File: config.mk
export PLATFORM = sky130hd
export DESIGN_NAME = mdio_responder
export DESIGN_NICKNAME = d
export VERILOG_FILES = /design/src/rtl/mdio_responder.sv
export SDC_FILE = /design/constraint.sdc
export NUM_CORES = 1
export LEC_CHECK = 0
export ABC_AREA = 1
export BUFFER_PORTS_ARGS = -buffer_cell sky130_fd_sc_hd__buf_2
export CAP_MARGIN = 15
export CORE_UTILIZATION = 38
export DETAILED_ROUTE_END_ITERATION = 10
export PLACE_DENSITY = 0.52
export SYNTH_ARGS = -nofsm -noshare
export SYNTH_HDL_FRONTEND = slang
export SYNTH_SLANG_ARGS = --single-unit
File: constraint.sdc
create_clock -name sys_clk -period 2.8 [get_ports sys_clk]
set_clock_uncertainty 0.15 [all_clocks]
set_input_delay 0.14 -clock sys_clk [delete_from_list [all_inputs] [get_ports sys_clk]]
set_output_delay 0.14 -clock sys_clk [all_outputs]
set_load 0.03 [all_outputs]
File: src/rtl/mdio_responder.sv
// Clause-22 MDIO management responder (PHY side) with a 32 x 16-bit register file.
// Optional build macro MDIO_PREAMBLE_SUPPRESS_EN: accept ST after a short preamble and flag it in reg1 bit 6.
module mdio_responder #(
    parameter logic [4:0]  PHY_ADDR = 5'd1,
    parameter logic [31:0] PHY_ID   = 32'h0181_B8A0
) (
    input  logic        sys_clk,
    input  logic        sys_rst,
    input  logic        mdc,
    input  logic        mdio_i,
    output logic        mdio_o,
    output logic        mdio_t,
    input  logic [15:0] status_in,
    output logic [15:0] ctrl_reg,
    output logic        wr_strobe,
    output logic [4:0]  wr_addr,
    output logic [15:0] wr_data
);

    localparam logic [2:0] S_IDLE  = 3'd0;
    localparam logic [2:0] S_START = 3'd1;
    localparam logic [2:0] S_OP    = 3'd2;
    localparam logic [2:0] S_PHYAD = 3'd3;
    localparam logic [2:0] S_REGAD = 3'd4;
    localparam logic [2:0] S_TA    = 3'd5;
    localparam logic [2:0] S_DATA  = 3'd6;

`ifdef MDIO_PREAMBLE_SUPPRESS_EN
    localparam logic [5:0]  PRE_MIN      = 6'd1;
    localparam logic [15:0] STATUS_FORCE = 16'h0040;
`else
    localparam logic [5:0]  PRE_MIN      = 6'd32;
    localparam logic [15:0] STATUS_FORCE = 16'h0000;
`endif

    logic [2:0]  mdc_sync;
    logic [1:0]  mdio_sync;
    logic        mdc_rise;
    logic        bit_in;

    logic [2:0]  state;
    logic [3:0]  bit_cnt;
    logic [5:0]  pre_cnt;
    logic [14:0] shift_in;
    logic        is_read;
    logic        skip;
    logic [4:0]  reg_addr;
    logic [15:0] rd_shift;
    logic        soft_rst;
    logic [15:0] rf [32];

    logic [4:0]  field;
    logic [15:0] wdata;
    logic [15:0] rd_value;
    logic        wr_ok;

    // mdc_rise is registered so it lands 3 sys_clk after the pin edge
    always_ff @(posedge sys_clk or negedge sys_rst) begin
        if (!sys_rst) begin
            mdc_sync  <= 3'b000;
            mdio_sync <= 2'b11;
            mdc_rise  <= 1'b0;
        end else begin
            mdc_sync  <= {mdc_sync[1:0], mdc};
            mdio_sync <= {mdio_sync[0], mdio_i};
            mdc_rise  <= mdc_sync[1] & ~mdc_sync[2];
        end
    end

    assign bit_in   = mdio_sync[1];
    assign field    = {shift_in[3:0], bit_in};
    assign wdata    = {shift_in, bit_in};
    assign wr_ok    = (reg_addr == 5'd0) || (reg_addr > 5'd3);
    assign ctrl_reg = rf[0];

    always_comb begin
        rd_value = rf[field];
        case (field)
            5'd0:    rd_value = {1'b0, rf[0][14:0]};
            5'd1:    rd_value = status_in | STATUS_FORCE;
            5'd2:    rd_value = PHY_ID[31:16];
            5'd3:    rd_value = PHY_ID[15:0];
            default: rd_value = rf[field];
        endcase
    end

    always_ff @(posedge sys_clk or negedge sys_rst) begin
        if (!sys_rst) begin
            state     <= S_IDLE;
            bit_cnt   <= 4'd0;
            pre_cnt   <= 6'd0;
            shift_in  <= 15'd0;
            is_read   <= 1'b0;
            skip      <= 1'b0;
            reg_addr  <= 5'd0;
            rd_shift  <= 16'd0;
            soft_rst  <= 1'b0;
            mdio_o    <= 1'b0;
            mdio_t    <= 1'b1;
            wr_strobe <= 1'b0;
            wr_addr   <= 5'd0;
            wr_data   <= 16'd0;
            for (int i = 0; i < 32; i++) rf[i] <= 16'd0;
        end else begin
            wr_strobe <= 1'b0;
            if (soft_rst) begin
                soft_rst <= 1'b0;
                for (int i = 0; i < 32; i++) rf[i] <= 16'd0;
            end
            if (mdc_rise) begin
                shift_in <= {shift_in[13:0], bit_in};
                bit_cnt  <= bit_cnt + 4'd1;
                case (state)
                    S_IDLE: begin
                        bit_cnt <= 4'd0;
                        if (bit_in) begin
                            if (pre_cnt != 6'd32) pre_cnt <= pre_cnt + 6'd1;
                        end else begin
                            pre_cnt <= 6'd0;
                            if (pre_cnt >= PRE_MIN) state <= S_START;
                        end
                    end
                    S_START: begin
                        bit_cnt <= 4'd0;
                        state   <= bit_in ? S_OP : S_IDLE;
                    end
                    S_OP: begin
                        if (bit_cnt[0]) begin
                            bit_cnt <= 4'd0;
                            // only 10 (read) and 01 (write) are legal opcodes
                            if (shift_in[0] != bit_in) begin
                                is_read <= shift_in[0];
                                state   <= S_PHYAD;
                            end else begin
                                state <= S_IDLE;
                            end
                        end
                    end
                    S_PHYAD: begin
                        if (bit_cnt == 4'd4) begin
                            bit_cnt <= 4'd0;
                            skip    <= (field != PHY_ADDR);
                            state   <= S_REGAD;
                        end
                    end
                    S_REGAD: begin
                        if (bit_cnt == 4'd4) begin
                            bit_cnt  <= 4'd0;
                            reg_addr <= field;
                            rd_shift <= rd_value;
                            state    <= S_TA;
                        end
                    end
                    S_TA: begin
                        // output set at a rise is what the master samples on the next rise
                        if (!bit_cnt[0]) begin
                            if (is_read && !skip) begin
                                mdio_o <= 1'b0;
                                mdio_t <= 1'b0;
                            end
                        end else begin
                            bit_cnt <= 4'd0;
                            state   <= S_DATA;
                            if (is_read && !skip) begin
                                mdio_o   <= rd_shift[15];
                                rd_shift <= {rd_shift[14:0], 1'b0};
                            end
                        end
                    end
                    S_DATA: begin
                        if (bit_cnt == 4'd15) begin
                            state   <= S_IDLE;
                            bit_cnt <= 4'd0;
                            pre_cnt <= 6'd0;
                            mdio_t  <= 1'b1;
                            mdio_o  <= 1'b0;
                            if (!is_read && !skip && wr_ok) begin
                                rf[reg_addr] <= (reg_addr == 5'd0) ? {1'b0, wdata[14:0]} : wdata;
                                wr_strobe    <= 1'b1;
                                wr_addr      <= reg_addr;
                                wr_data      <= wdata;
                                soft_rst     <= (reg_addr == 5'd0) && wdata[15];
                            end
                        end else if (is_read && !skip) begin
                            mdio_o   <= rd_shift[15];
                            rd_shift <= {rd_shift[14:0], 1'b0};
                        end
                    end
                    default: begin
                        state   <= S_IDLE;
                        bit_cnt <= 4'd0;
                        pre_cnt <= 6'd0;
                    end
                endcase
            end
        end
    end

endmodule
==> impl_table.tex <==
\begin{tabular}{lr}
\hline
Metric & Value \\
\hline
\multicolumn{2}{l}{\textbf{STA}} \\
\quad Max-slew violation total from the final report & 0 \\
\quad Maximum clock rate & 0.396 GHz \\
\quad Final min period & 2530 ps \\
\quad Post-route clock period utilization & 90.2\% \\
\quad Total count of hold-check failures in the final report & 0 \\
\quad Total Neg Setup Slack & 0 ps \\
\quad Number of setup violations in the final report & 0 \\
\quad Setup repair after global routing missed its margin & no \\
\quad Relative slew slack & 28.0\% \\
\quad Worst-margin pin slew & 1080 ps \\
\multicolumn{2}{l}{\textbf{Die}} \\
\quad Horizontal die dimension & 280 um \\
\quad Core area & 76300 um\^{}2 \\
\quad Initial Utilization & 38.6\% \\
\quad Floorplan die area & 78600 um\^{}2 \\
\quad Die H & 280 um \\
\quad I/O pin count & 60 \\
\quad Std-Cell Rows & 101 \\
\multicolumn{2}{l}{\textbf{Global routing}} \\
\quad Number of antenna violations at the first check in global routing & 6 \\
\quad Via count of the first global-routing pass & 25400 \\
\quad Largest net degree at the start of global routing & 88 \\
\quad Global-route usage over all layers & 28.0\% \\
\quad First-pass GRT wire length & 165000 um \\
\quad Global route overflow & 0 \\
\multicolumn{2}{l}{\textbf{Setup path}} \\
\quad Number of buffers and inverters on the critical path & 0 \\
\quad Critical Path RT & 3150 ps \\
\quad Family with the most delay on the worst path & simple AND/OR/NAND/NOR gates \\
\quad CP Capture Type & register \\
\quad Crit-path cells & nor2\_8, nand2\_1, nand2\_1, a211oi\_1, nand2\_1, nand2\_1, nand2\_1 \\
\quad Critical Path Most Common Cell & nand2\_1 \\
\quad Arrival time at the worst endpoint & 2880 ps \\
\quad Highest cell delay on the worst timing path & 700 ps \\
\quad Max Fanout on Critical Path & 16 \\
\quad Startpoint type of the worst setup path & register \\
\quad Type of the setup path with the least slack & reg -> reg \\
\quad Critical-path cell with the highest stage delay & a211oi\_1 \\
\multicolumn{2}{l}{\textbf{Routing}} \\
\quad Initial DRT Pass Iterations & 5 \\
\quad Detailed-route DRC error count & 0 \\
\quad Number of vias after detailed routing & 26600 \\
\quad Initial detailed-routing violation count & 2751 \\
\quad Final routed wire length divided by cell count & 22.0 um \\
\quad Number of nets still failing antenna checks after routing & 0 \\
\quad Detail-routed via count per cell & 5.41 \\
\quad DRT Wirelength & 109000 um \\
\multicolumn{2}{l}{\textbf{Power and ir drop}} \\
\quad Sw frac & 29.1\% \\
\quad Cell leakage power & 16.4 nW \\
\quad Cell Pwr Density & 601 nW/um\^{}2 \\
\quad Proportion of power drawn by the clock network & 43.6\% \\
\quad Total internal power & 14.5 mW \\
\quad Max rail drop VDD & 0.434 mV \\
\quad Switching power summed over all nets & 5.92 mW \\
\quad Register share of total power & 43.0\% \\
\quad Share of power burned in combinational logic & 13.4\% \\
\multicolumn{2}{l}{\textbf{Synthesis}} \\
\quad Area fraction of the dominant cell type after synthesis & 50.2\% \\
\quad Biggest area consumer among synthesized cells & dfrtp\_1 \\
\quad Most instantiated library cell after synthesis & nand2\_1 \\
\quad Dominant cells by area after synthesis & dfrtp\_1, nand2\_1, nand3\_1 \\
\quad Post-synthesis instance area & 29500 um\^{}2 \\
\quad Post-synth EDFFs & 0 \\
\quad Number of distinct library cell variants in the gate-level netlist after synthesis & 40 \\
\quad Top\_reg\_cell synth & dfrtp\_1 \\
\quad Nets in the synthesized netlist & 3851 \\
\quad Number of warnings reported in the yosys synthesis log & 0 \\
\quad Synthesized area per cell & 7.71 um\^{}2 \\
\quad Ranking of synthesized cells by instance count & nand2\_1, nand3\_1, dfrtp\_1, o21ai\_0, inv\_1 \\
\quad Synthesized netlist cell count & 3822 \\
\quad Share of flip-flops with an asynchronous set or reset & 100\% \\
\quad Sequential fraction of the synthesis area & 50.5\% \\
\quad Yosys reg bits & 594 \\
\multicolumn{2}{l}{\textbf{Min path}} \\
\quad Hold/Removal Path Class & in -> reg \\
\multicolumn{2}{l}{\textbf{Layout}} \\
\quad Proportion of layout cells with a drive suffix above 1 & 10.7\% \\
\quad Multi-input gate area in the final layout & 11800 um\^{}2 \\
\quad Final-layout fill cell count & 7796 \\
\quad Flip-flop count of the largest register after layout & 496 \\
\quad Non-filler cells in the finished layout & 4926 \\
\quad Register with the most flip-flops & rf \\
\quad Area added between synthesis and finish & 15.1\% \\
\quad Antenna diode count & 0 \\
\quad Storage element area & 14900 um\^{}2 \\
\quad Final layout net count & 3878 \\
\multicolumn{2}{l}{\textbf{Place}} \\
\quad GP Congestion & 0.883 \\
\quad Placed cell count & 4785 \\
\quad HPWL Detailed & 71000 um \\
\quad Buffers added on ports & 59 \\
\multicolumn{2}{l}{\textbf{Clock tree}} \\
\quad Clock tree from TritonCTS & yes \\
\quad Worst-Skew Late Latency & 620 ps \\
\quad Level count of the clock H-tree & 3 \\
\quad Clock tree root buffer cell & clkbuf\_16 \\
\quad TritonCTS buffer count & 71 \\
\quad Number of sinks driven by the clock tree & 594 \\
\quad CTS resizes & 0 \\
\quad Clock buffer depth & 3 \\
\quad Clock-pin transition on the worst setup and hold timing paths & 60 ps \\
\multicolumn{2}{l}{\textbf{Job}} \\
\quad Max-cap violations & 0 \\
\multicolumn{2}{l}{\textbf{Outcome}} \\
\quad Run status & complete, no violations \\
\hline
\end{tabular}
[path summary, 6_finish.rpt]
path,startpoint,endpoint,slack [ps],cells past startpoint
worst min register to register,mdc_sync[0]$_DFF_PN0_,mdc_sync[1]$_DFF_PN0_,200,0
worst max register to register,state[0]$_DFFE_PN0P_,rd_shift[13]$_DFFE_PN0P_,270,7
worst max-delay path,state[0]$_DFFE_PN0P_,rd_shift[13]$_DFFE_PN0P_,270,7
max in group asynchronous,sys_rst,mdio_t$_DFFE_PN1P_,1920,3
min in group asynchronous,sys_rst,rf[239]$_DFF_PN0_,160,3
worst min-delay path,mdc,mdc_sync[0]$_DFF_PN0_,30,2
[what timing repair did]
item | in CTS | in global routing
endpoints found under the hold margin | 609 | 0
buffers inserted | 0 | 0
hold buffers | 21 | 0
[placed cells by master, fill, tap and decap left out, types with 54 or more instances in the layout]
master / instances
nor2_1: 189
clkbuf_16: 73
a21oi_1: 204
buf_4: 143
nand2_1: 899
dfrtp_1: 588
o21ai_1: 54
buf_2: 58
inv_1: 365
nand3_1: 644
o21ai_0: 406
[metrics by stage]
step / hold slack, ps / instance area, um^2 / total power, mW / utilization (%) / setup WS, ps
after floorplan: -306 / 29500 / 10.1 / - / 8.27
final: 29.2 / 33900 / 20.4 / 44.4 / 273
after CTS: 0.450 / 33900 / 20.5 / 44.4 / 252
after global placement: -23.6 / 31500 / 11.6 / 41.3 / 280
after detailed placement: -26.4 / 31500 / 11.6 / 41.3 / 260
after global routing: 45.0 / 33900 / 21.0 / 44.4 / 85.0
[power by group through the flow]
stage               Combinational (mW)  Clock (mW)  Sequential [mW]
CTS                               2.71        9.04             8.76
finish                            2.74        8.88             8.77
floorplan                         1.22           0             8.84
global placement                  2.68           0             8.92
detailed placement                2.68           0             8.91
global route                      2.89        9.39             8.76
[cells by family (layout without fill, tap and decap cells)]
| family | after synthesis | count (layout) | share of synthesized area, % |
|---|---|---|---|
| AOI/OAI and AO/OA | 722 | 722 | 12.8 |
| xor gates and xnor gates | 4 | 4 | 0.119 |
| adders and majority gates | 9 | 9 | 0.382 |
| buffers and inverters | 684 | 758 | 9.33 |
| DFF | 594 | 594 | 50.5 |
| muxes | 1 | 1 | 0.0340 |
| and+or+nand+nor | 1808 | 1808 | 26.9 |
[worst register-to-register path, cell delays in order (launching register included)]
cell and delay (ps):
dfrtp_1 580, nor2_8 90, nand2_1 240, nand2_1 410
a211oi_1 700, nand2_1 110, nand2_1 80, nand2_1 40
[final cells by class]
type / instances / area share, %
Clock inverter: 11 / 0.185
Tap cell: 1030 / 3.80
Inverter: 382 / 4.30
Clock buffer: 109 / 6.23
Multi-Input combinational cell: 2544 / 34.9
Timing Repair Buffer: 256 / 6.67
Sequential cell: 594 / 43.9
[metal layers]
| layer | wire [um] | GRT usage, % |
|---|---|---|
| met5 | 0 | 0 |
| met4 | 3950 | 10.9 |
| met3 | 7470 | 4.01 |
| met2 | 48400 | 42.4 |
| met1 | 48700 | 40.3 |
(Power assumes the default switching activity.)
